**src/rtl/seg_pkg.sv**
```systemverilog
// Shared types and constants for the 7-segment display arbiter and scan timer.
package seg_pkg;

  typedef enum logic [1:0] {
    MAIN  = 2'd0,
    PEND  = 2'd1,
    OVL   = 2'd2,
    DRAIN = 2'd3
  } arb_state_e;

  localparam logic [7:0] SEG_OFF = 8'hFF;
  localparam logic [3:0] AN_OFF  = 4'hF;

  // Pick the segment byte for one digit; [7:0] is digit0 ... [31:24] is digit3.
  function automatic logic [7:0] digit_byte(input logic [31:0] data, input logic [1:0] idx);
    logic [7:0] b;
    case (idx)
      2'd0:    b = data[7:0];
      2'd1:    b = data[15:8];
      2'd2:    b = data[23:16];
      default: b = data[31:24];
    endcase
    return b;
  endfunction

endpackage

```
**src/rtl/seg_scan_timer.sv**
```systemverilog
// Digit scan timebase: slot counter, digit index, anti-ghost blank window and frame-boundary pulse.
module seg_scan_timer #(
  parameter int unsigned SCAN_DIV     = 32767,
  parameter int unsigned BLANK_CYCLES = 1024
) (
  input  logic       clk,
  input  logic       rst_n,
  output logic [1:0] idx,
  output logic       slot_start_c,
  output logic       blank_c,
  output logic       fb_c
);

  localparam int unsigned SLOT_W = $clog2(SCAN_DIV + 1);
  localparam logic [SLOT_W-1:0] SLOT_LAST  = SLOT_W'(SCAN_DIV);
  localparam logic [SLOT_W-1:0] BLANK_END  = SLOT_W'(BLANK_CYCLES);

  logic [SLOT_W-1:0] slot_cnt;

  always_ff @(posedge clk or negedge rst_n) begin
    if (!rst_n) begin
      slot_cnt <= '0;
      idx      <= 2'd0;
    end else if (slot_cnt == SLOT_LAST) begin
      slot_cnt <= '0;
      idx      <= idx + 2'd1;
    end else begin
      slot_cnt <= slot_cnt + SLOT_W'(1);
    end
  end

  assign slot_start_c = (slot_cnt == '0);
  assign blank_c      = (slot_cnt < BLANK_END);
  assign fb_c         = (idx == 2'd3) && (slot_cnt == SLOT_LAST);

endmodule

```
**src/rtl/seg_display_arbiter.sv**
```systemverilog
// Shares the 4-digit 7-segment display between the main datapath and a timed overlay,
// switching sources only on frame boundaries.
module seg_display_arbiter
  import seg_pkg::*;
#(
  parameter int unsigned SCAN_DIV     = 32767,
  parameter int unsigned BLANK_CYCLES = 1024,
  parameter int unsigned HOLD_CYCLES  = 24000000
) (
  input  logic        clk,
  input  logic        rst_n,
  input  logic [31:0] main_data,
  input  logic        ovl_req,
  input  logic [31:0] ovl_data,
  input  logic        ovl_cancel,
  output logic        ovl_ack,
  output logic        ovl_busy,
  output logic        src_sel,
  output logic [7:0]  out_digit,
  output logic [3:0]  out_ans
);

  localparam int unsigned HOLD_W = $clog2(HOLD_CYCLES + 1);
  localparam logic [HOLD_W-1:0] HOLD_LAST = HOLD_W'(HOLD_CYCLES - 1);

  logic [1:0]        idx;
  logic              slot_start_c;
  logic              blank_c;
  logic              fb_c;

  arb_state_e        state, state_d;
  logic [HOLD_W-1:0] hold_cnt, hold_d;
  logic              upd_pend, upd_d;
  logic              src_d;
  logic              load_cur_c;
  logic [31:0]       ovl_next;
  logic [31:0]       ovl_cur;
  logic [7:0]        seg_byte;
  logic [7:0]        sel_byte_c;
  logic [7:0]        byte_c;

  seg_scan_timer #(
    .SCAN_DIV     (SCAN_DIV),
    .BLANK_CYCLES (BLANK_CYCLES)
  ) u_scan (
    .clk          (clk),
    .rst_n        (rst_n),
    .idx          (idx),
    .slot_start_c (slot_start_c),
    .blank_c      (blank_c),
    .fb_c         (fb_c)
  );

  always_ff @(posedge clk or negedge rst_n) begin
    if (!rst_n) begin
      state    <= MAIN;
      hold_cnt <= '0;
      upd_pend <= 1'b0;
      src_sel  <= 1'b0;
      ovl_next <= '0;
      ovl_cur  <= '0;
      ovl_ack  <= 1'b0;
      ovl_busy <= 1'b0;
    end else begin
      state    <= state_d;
      hold_cnt <= hold_d;
      upd_pend <= upd_d;
      src_sel  <= src_d;
      ovl_ack  <= ovl_req;
      ovl_busy <= (state_d != MAIN);
      if (ovl_req)    ovl_next <= ovl_data;
      if (load_cur_c) ovl_cur  <= ovl_next;
    end
  end

  // A new request always wins over cancel; source and overlay data only move at fb.
  always_comb begin
    state_d    = state;
    hold_d     = hold_cnt;
    upd_d      = upd_pend;
    src_d      = src_sel;
    load_cur_c = 1'b0;
    case (state)
      MAIN: begin
        if (ovl_req) state_d = PEND;
      end
      PEND: begin
        if (ovl_req) begin
          state_d = PEND;
        end else if (ovl_cancel) begin
          state_d = MAIN;
        end else if (fb_c) begin
          state_d    = OVL;
          hold_d     = '0;
          src_d      = 1'b1;
          load_cur_c = 1'b1;
        end
      end
      OVL: begin
        hold_d = hold_cnt + HOLD_W'(1);
        if (fb_c && upd_pend) begin
          load_cur_c = 1'b1;
          upd_d      = 1'b0;
        end
        if (ovl_req) begin
          hold_d = '0;
          upd_d  = 1'b1;
        end else if (ovl_cancel || (hold_cnt == HOLD_LAST)) begin
          state_d = DRAIN;
        end
      end
      DRAIN: begin
        if (ovl_req) begin
          state_d = OVL;
          hold_d  = '0;
          upd_d   = 1'b1;
        end else if (fb_c) begin
          state_d = MAIN;
          src_d   = 1'b0;
          upd_d   = 1'b0;
        end
      end
      default: state_d = MAIN;
    endcase
  end

  // Slot byte is frozen at slot start; bypass keeps slot 0 correct even without a blank gap.
  assign sel_byte_c = digit_byte(src_sel ? ovl_cur : main_data, idx);
  assign byte_c     = slot_start_c ? sel_byte_c : seg_byte;

  always_ff @(posedge clk or negedge rst_n) begin
    if (!rst_n) begin
      seg_byte  <= '0;
      out_digit <= SEG_OFF;
      out_ans   <= AN_OFF;
    end else begin
      if (slot_start_c) seg_byte <= sel_byte_c;
      out_digit <= blank_c ? SEG_OFF : ~byte_c;
      out_ans   <= blank_c ? AN_OFF : ~(4'b0001 << idx);
    end
  end

endmodule

```
**config.mk**
```make
export PLATFORM = sky130hd
export DESIGN_NAME = seg_display_arbiter
export DESIGN_NICKNAME = d
export VERILOG_FILES = /design/src/rtl/seg_pkg.sv /design/src/rtl/seg_scan_timer.sv /design/src/rtl/seg_display_arbiter.sv
export SDC_FILE = /design/constraint.sdc
export NUM_CORES = 1
export LEC_CHECK = 0
export CORE_ASPECT_RATIO = 1.25
export CORE_MARGIN = 1.5
export CORE_UTILIZATION = 48
export DETAILED_ROUTE_END_ITERATION = 8
export PLACE_DENSITY = 0.76
export SYNTH_ARGS = -nofsm -noshare
export SYNTH_HDL_FRONTEND = slang
export SYNTH_SLANG_ARGS = --single-unit
```
**constraint.sdc**
```tcl
create_clock -name clk -period 2.8 [get_ports clk]
set_clock_uncertainty 0.15 [all_clocks]
set_input_delay 0.42 -clock clk [delete_from_list [all_inputs] [get_ports clk]]
set_output_delay 0.42 -clock clk [all_outputs]
set_load 0.02 [all_outputs]
```
[Yosys cells after proc, flatten, opt, wreduce, memory -nomap -nowiden]
Cells that the tools add are included.
Word-level totals
  register bits after elaboration: 132
  output and inout port bits: 15
  word-level logic and storage cells: 85
Operators by class
  $add $sub $neg: 3
  order comparisons: 1
  equal/unequal tests: 16
  shifts and indexed selects: 1
  muxes and demuxes: 36
  bitwise gates (word level): 2
  reduce and logical (&&, ||, !) cells: 13
Operators with widths (count)
  25-bit two-way mux: 5
  25-bit one-hot mux with 3 select lines: 1
  32-bit two-way mux: 1
  25-bit by 1-bit adder with 25-bit output, second input constant: 1
  25-bit equality test, second input constant: 1
  8-bit one-hot mux with 3 select lines: 1
  2-bit two-way mux: 8
  8-bit two-way mux: 2
  15-bit by 1-bit adder with 15-bit output, second input constant: 1
  15-bit equality test, second input constant: 1
  15-bit logical NOT: 1
  15-bit by 11-bit < comparator with 1-bit output, second input constant: 1
  15-bit two-way mux: 1
  1-bit two-way mux: 12
  2-bit inequality test, second input constant: 6
  2-bit equality test, second input constant: 4
  8-bit inverter: 1
  2-bit one-hot mux with 4 select lines: 1
  3-bit inequality test, second input constant: 2
  1-bit one-hot mux with 2 select lines: 3
  6-bit AND reduction: 1
  2-bit nonzero test: 3
  5-bit AND reduction: 1
  2-bit by 1-bit equality test with 1-bit output, second input constant: 2
  other kinds (9): 11

[Longest topological paths before layout]
Gate-level depths: netlist of run 1.
  depth in word-level cells: 7
  mapped depth: 9
  depth with buffers taken out: 7

[Hierarchy]
Synthesis of run 1 repeated with hierarchy kept, for this count alone.
Unflattened totals
  cell total of the unflattened synthesis: 572
  area, all modules: 6281.0 um^2
By module, submodules not included
  seg_display_arbiter: times used 1, cells each 495, area each 5411.4 um^2, seq. area each 2892.8 um^2
  seg_scan_timer: times used 1, cells each 77, area each 869.6 um^2, seq. area each 425.4 um^2

[Least setup slack after synthesis of run 1]
No wires, ideal clock.
  kind: register to register
  from: reg u_scan.slot_cnt[0]
  to: reg ovl_cur[10]
  data arrival time: 2.057 ns
  data required time: 2.525 ns
  slack: 0.468 ns
  cell stages (with the launch flop): 7
  cells stage by stage: dfrtp_1 -> ha_1 -> nand3_1 -> or4_4 -> nor3b_4 -> buf_6 -> mux2_2
Between the ends
  longest elaborated chain between the ends: 6
  elaborated cells between the ends (all ways): 8
  classes of those cells: eq/ne: 1; mux: 5; reduce/logical: 2
Ends and longest elaborated chain
  start: declaration: RTL line seg_scan_timer.sv:18  | logic [SLOT_W-1:0] slot_cnt;
  start signal: assignment: RTL line seg_scan_timer.sv:28  | slot_cnt <= slot_cnt + SLOT_W'(1);
  15-bit equality test *: RTL line seg_scan_timer.sv:34  | assign fb_c = (idx == 2'd3) && (slot_cnt == SLOT_LAST);
  1-bit logical AND *: RTL line seg_scan_timer.sv:34
  1-bit two-way mux: RTL line seg_display_arbiter.sv:92  | end else if (fb_c) begin
  1-bit two-way mux: RTL line seg_display_arbiter.sv:90  | end else if (ovl_cancel) begin
  1-bit two-way mux: RTL line seg_display_arbiter.sv:88  | if (ovl_req) begin
  1-bit one-hot mux with 2 select lines *: RTL line seg_display_arbiter.sv:83  | case (state)
  end signal: assignment: RTL line seg_display_arbiter.sv:72  | if (load_cur_c) ovl_cur <= ovl_next;
  end: declaration: RTL line seg_display_arbiter.sv:37  | logic [31:0] ovl_cur;
Mark *: on every way between the ends. The rest lies on a longest branch, timed or not.
A chain may end at the register's enable or synchronous reset.

[Final worst setup path of run 1]
  from: reg u_scan.idx[0]
  to: reg seg_byte[6]
Between the ends
  longest elaborated chain between the ends: 3
  elaborated cells between the ends (all ways): 5
  classes of those cells: eq/ne: 2; mux: 2; reduce/logical: 1
Ends and longest elaborated chain
  start: declaration: RTL line seg_scan_timer.sv:8  | output logic [1:0] idx,
  start signal: assignment: RTL line seg_scan_timer.sv:26  | idx <= idx + 2'd1;
  2-bit equality test (tied with other cells): RTL line seg_pkg.sv:17  | case (idx)
  8-bit one-hot mux with 3 select lines *: RTL line seg_pkg.sv:17
  8-bit two-way mux *
  named net byte_c[6]: RTL line seg_display_arbiter.sv:40  | logic [7:0] byte_c;
  end signal: assignment: RTL line seg_display_arbiter.sv:137  | if (slot_start_c) seg_byte <= sel_byte_c;
  end: declaration: RTL line seg_display_arbiter.sv:38  | logic [7:0] seg_byte;
Mark *: on every way through the listed nets, which the timed path passes. The rest lies on a longest branch.

==> results of run 1 <==
==> final cells by class <==
type	count	area [sq um]	area share, %
sequential	132	3318	42.50
multi-input combinational	334	2570	32.92
timing repair buffer	101	983.4	12.60
clock buffer	18	429.2	5.497
tap	164	205.2	2.628
clock inverter	14	200.2	2.564
inverter	27	101.3	1.298
==> kinds of logic (layout without fill, tap and decap cells) <==
| logic type | after synthesis | after routing | share of synthesized area [%] |
|---|---|---|---|
| buffers and inverters | 54 | 160 | 3.723 |
| adder cells (fa/ha/maj) | 12 | 12 | 2.455 |
| flip-flops | 132 | 132 | 54.26 |
| AND/OR/NAND/NOR | 130 | 130 | 10.88 |
| AO/OA/AOI/OAI | 97 | 97 | 10.29 |
| XOR/XNOR | 14 | 14 | 2.005 |
| multiplexers | 81 | 81 | 16.39 |
==> power by group through the flow <==
| stage | clock network [uW] | registers, uW | logic [uW] |
|---|---|---|---|
| 2_1_floorplan | 0 | 2050 | 221 |
| 3_3_place_gp | 0 | 2050 | 433 |
| 3_5_place_dp | 0 | 2050 | 450 |
| 4_1_cts | 2390 | 2020 | 454 |
| 5_1_grt | 2470 | 2030 | 492 |
| 6_report | 2350 | 2020 | 449 |
==> state kept, by name, indices dropped and copies added, names as in the netlist, 2 cells and up <==
register / count
u_scan.slot_cnt: 15
out_ans: 4
seg_byte: 8
ovl_cur: 32
out_digit: 8
state: 2
u_scan.idx: 2
ovl_next: 32
hold_cnt: 25
==> routing by layer <==
| layer | up-vias | global-route usage [%] |
|---|---|---|
| met5 | - | 0 |
| met4 | 0 | 11.11 |
| met3 | 27 | 5.231 |
| met2 | 159 | 41.06 |
| li1 | 2095 | - |
| met1 | 2360 | 25.66 |
==> metrics by stage <==
stage / total power (uW) / cells / cell area, sq um
3_3_place_gp: 2483 / 757 / 7168
6_report: 4820 / 790 / 7807
4_1_cts: 4864 / 790 / 7807
5_1_grt: 4995 / 790 / 7807
3_5_place_dp: 2505 / 757 / 7168
2_1_floorplan: 2269 / 520 / 6116
==> worst register-to-register path: stages, from the launching register on <==
cell,delay (ns)
dfrtp_1,0.41
inv_1,0.11
ha_1,0.40
buf_4,0.25
a222oi_1,0.33
inv_1,0.10
mux4_2,0.46
mux2_2,0.28
==> final timing paths <==
check | from | slack (ns) | depth (start not counted) | end
worst max-delay path | u_scan.idx[0] | 0.20 | 7 | seg_byte[6]
worst min-delay path | ovl_req | 0.15 | 1 | ovl_ack
worst max register to register | u_scan.idx[0] | 0.20 | 7 | seg_byte[6]
worst min register to register | seg_byte[7] | 0.24 | 1 | out_digit[7]
max in group asynchronous | rst_n | 1.32 | 3 | out_ans[3]
min in group asynchronous | rst_n | 0.43 | 2 | ovl_next[19]
==> cells in the mapped netlist, drive strengths merged (4+ instances only) <==
cell	number	area (sq um)
mux4	8	180.2
nand2	33	123.9
ha	12	150.1
dfrtp	120	3003
xnor2	5	43.79
a21oi	9	45.04
a222oi	16	160.2
a31oi	8	50.05
mux2	73	822.0
nand4	17	106.4
o31ai	6	45.04
xor2	9	78.83
and2	4	25.02
nor3	9	45.04
dfstp	12	315.3
clkbuf	19	71.32
nand3	16	80.08
nor4	8	56.30
o21ai	46	230.2
and3	4	25.02
buf	8	55.05
inv	27	101.4
nor2	27	101.4
==> results.cfg, run 1 <==
[status]
outcome = completed

[routing]
ant_nets = 0
vias = 4641
viasPerCell = 5.875
drt-pass1-iter-count = 6
top_layer = met4
wl_um = 14520
dr_wl_met2_um = 7734
wl_met1_um = 5611
drt_iter0_drc = 321
drc = 0
wl_per_cell_um = 18.38
wl_met3_um = 775

[sta]
hold_ws_ns = 0.1450
post-route-min-period_ns = 2.597
fin_crit_sh_pct = 92.73
tns_ns = 0
hold_viol = 0
setup_viol = 0
worstMarginPinSlew_ns = 0.7510
slew_headroom_pct = 49.55
rsz0062_at_grt = false
fin_ws_ns = 0.2035
drv_slew = 0
fmax_mhz = 385.1

[power_and_ir_drop]
clkPwrFrac_pct = 48.7
comb_power_share_pct = 9.3
p_per_area_nw_per_um2 = 617.4
p_leak_uw = 0.003460
p_sw_share_pct = 23.14
vdd_drop_max_uv = 391.2
p_sw_uw = 1115
power_frac_seq_pct = 41.9
p_int_uw = 3705

[setup_path]
critical_path_class = reg -> reg
cpMostUsedCell = inv_1
cp.required_ns = 2.94
cp.arrival_ns = 2.74
max_stage_delay_ns = 0.46
worstSetupStartpointType = flop
cp_num_buf_inv = 3
path_max_fanout = 12
cpLargestDelayFamily = multiplexers
path_cells = inv_1 > ha_1 > buf_4 > a222oi_1 > inv_1 > mux4_2 > mux2_2
cpMaxStageDelayCell = mux4_2
crit_path_end_kind = flop

[yosys]
ys_seq_area_share_pct = 54.26
synth_flop_cell = dfrtp_1
yosysWarnings = 0
syn_inst = 520
synthArstFlopShare_pct = 100.0
syn_area_sq_um = 6116
syn_nets = 600
synth_edf_count = 0
synth_cell_types = 43
syn_avg_cell_area_sq_um = 11.76
synth_seq_cells = 132

[clocking]
clkLatencyLatePin_ns = 0.41
hold_buffers = 1
cts-root-buf = clkbuf_16
cts.htree.levels = 4
path_clk_slew_ns = 0.06
cts_resized = 0
cts_buffer_depth = 2
cts_setup_buffers = 0
cts_sinks = 132
cts_tree = yes
cts_made_buffers = 17

[grt]
grt_max_degree = 53
grt_pass1_wl_um = 23740
overflow = 0
antenna_found_initial = 0
track_usage_pct = 22.78
grt_pass1_vias = 4765

[final_layout]
fill_cells = 936
layout-drive-gt1-share_pct = 23.64
mostFrequentLayoutCell = dfrtp_1
nNetsFinal = 693
fin_util_pct = 63.61
area_delta_synth_final_pct = 27.66
final_cell_mix = 120 x dfrtp_1, 80 x clkdlybuf4s50_1, 71 x mux2_2
diodes = 0

[place]
routabilityCongestion = 0.8695
dp_slack_ns = 0.2292
dp_hpwl_um = 10060
numPortBuffers = 82

[worst_hold_path]
hp-class = in -> reg

[floorplanning]
die_y_um = 129.2
die_area_sq_um = 13430
pin_count = 83
start_util_pct = 49.83
rows = 45
die_width_um = 104.0
coreArea_sq_um = 12270

[flow_run]
cap_violations = 0
Note: power is estimated with default switching activity, not from simulation.
==> run 2: changes to the inputs <==
--- a/config.mk
+++ b/config.mk
@@ -6,7 +6,7 @@
 export NUM_CORES = 1
 export LEC_CHECK = 0
 export CORE_ASPECT_RATIO = 1.25
-export CORE_MARGIN = 1.5
+export CORE_MARGIN = 5
 export CORE_UTILIZATION = 48
 export DETAILED_ROUTE_END_ITERATION = 8
 export PLACE_DENSITY = 0.76
==> results.cfg, run 2 (synthesized netlist as in run 1, its figures left out) <==
[status]
outcome = completed

[grt]
track_usage_pct = 18.96
antenna_found_initial = 0
overflow = 0
grt_pass1_wl_um = 22870
grt_pass1_vias = 4601
grt_max_degree = 78

[clocking]
cts_setup_buffers = 0
cts_buffer_depth = 2
cts_sinks = 132
cts.htree.levels = 4
clkLatencyLatePin_ns = 0.42
cts-root-buf = clkbuf_16
path_clk_slew_ns = 0.06
cts_tree = yes
cts_made_buffers = 17

[sta]
setup_viol = 0
hold_ws_ns = 0.06560
fin_crit_sh_pct = 92.64
slew_headroom_pct = 48.68
tns_ns = 0
rsz0062_at_grt = false
fin_ws_ns = 0.2061
hold_viol = 0
fmax_mhz = 385.5
drv_slew = 0
post-route-min-period_ns = 2.594
worstMarginPinSlew_ns = 0.7639

[place]
numPortBuffers = 82
dp_slack_ns = 0.2143
dp_hpwl_um = 9320
routabilityCongestion = 0.8709

[power_and_ir_drop]
power_frac_seq_pct = 44.2
total_power_uw = 4565
p_sw_uw = 1113
p_leak_uw = 0.003386
comb_power_share_pct = 9.8
vdd_drop_max_uv = 289.3
p_sw_share_pct = 24.39
p_int_uw = 3452
clkPwrFrac_pct = 46.0
p_per_area_nw_per_um2 = 592.5

[routing]
drc = 0
vias = 4505
viasPerCell = 5.724
wl_per_cell_um = 17.26
drt-pass1-iter-count = 5
wl_um = 13590
drt_iter0_drc = 436
ant_nets = 0

[setup_path]
timing.rr.start = u_scan.idx[0]
reg2reg_slack_ns = 0.21
cp.required_ns = 2.95
path_max_fanout = 17
regToRegEndpoint = seg_byte[0]
worstSetupStartpointType = flop
r2r_cells = 6
cp.arrival_ns = 2.74
crit_path_end_kind = flop
crit_start = u_scan.idx[0]
critical_path_class = reg -> reg

[final_layout]
regArea_sq_um = 3318
final_cell_mix = 120 x dfrtp_1, 80 x clkdlybuf4s50_1, 71 x mux2_2
diodes = 0
layout-drive-gt1-share_pct = 23.10
fin_util_pct = 61.13
fill_cells = 963
nNetsFinal = 687
mostFrequentLayoutCell = dfrtp_1
multiInputGateArea_sq_um = 2571
largestRegisters = ovl_cur: 32 flops, ovl_next: 32 flops, hold_cnt: 25 flops
area_delta_synth_final_pct = 25.98

[floorplanning]
die_area_sq_um = 15110
rows = 46
pin_count = 83
start_util_pct = 48.52
die_width_um = 111.0
die_y_um = 136.2
coreArea_sq_um = 12600

[worst_hold_path]
holdPathEnd = ovl_ack
holdPathStages = 1
min_from = ovl_req
hp-class = in -> reg

[flow_run]
cap_violations = 0
[run 2: cell count changes in the layout (fill, tap and decap cells not counted), sizes merged]
cell | before | now
buf | 20 | 14
clkinvlp | 0 | 4
bufinv | 4 | 1
clkinv | 6 | 3
inv | 31 | 32
[run 2: timing repair]
item,in CTS,in global routing
resized for setup,0,1
setup endpoints to repair,0,2
endpoints found under the hold margin,22,0
hold buffers,1,0
[run 2: power by group through the flow]
| stage | combinational, uW | sequential (uW) | clock [uW] |
|---|---|---|---|
| after floorplan | 221 | 2050 | 0 |
| after global placement | 431 | 2050 | 0 |
| after detailed placement | 445 | 2050 | 0 |
| after CTS | 448 | 2020 | 2130 |
| after global routing | 487 | 2030 | 2230 |
| final | 445 | 2020 | 2100 |
[run 2: metrics by stage]
step / cell area, sq um / instances
after floorplan: 6116 / 520
final: 7705 / 787
after global placement: 7128 / 755
after global routing: 7705 / 787
after detailed placement: 7128 / 755
after CTS: 7704 / 787
[run 2: worst max-delay path, cell delays in order, from the launching register on]
cell	delay (ns)
dfrtp_1	0.41
inv_1	0.11
ha_1	0.48
a222oi_1	0.48
inv_1	0.11
mux4_2	0.46
mux2_2	0.28
[run 2: area by class of cell]
cell class	instances	area share, %
inverters	27	1.315
multi-input cells	334	33.37
clock buffers	18	5.700
flip-flops and latches	132	43.07
clock inverters	13	1.640
repair buffers	95	12.18
well taps	168	2.728
[run 2: worst max-delay path by stage]
stage | endpoint | slack (ns) | cells past startpoint
3_5_place_dp | seg_byte[2] | 0.21 | 6
2_1_floorplan | ovl_cur[10] | 0.47 | 6
6_report | seg_byte[0] | 0.21 | 6
5_1_grt | seg_byte[1] | 0.06 | 6
3_3_place_gp | seg_byte[2] | 0.28 | 6
4_1_cts | hold_cnt[24] | 0.17 | 8
[run 2: routing by layer]
| metal | GRT usage (%) | part of all wire (%) | vias up |
|---|---|---|---|
| met5 | 0 | 0 | - |
| met4 | 6.776 | 1.7 | 0 |
| met3 | 5.254 | 5.1 | 23 |
| met2 | 33.00 | 52 | 151 |
| met1 | 22.64 | 41 | 2254 |
| li1 | - | - | 2077 |
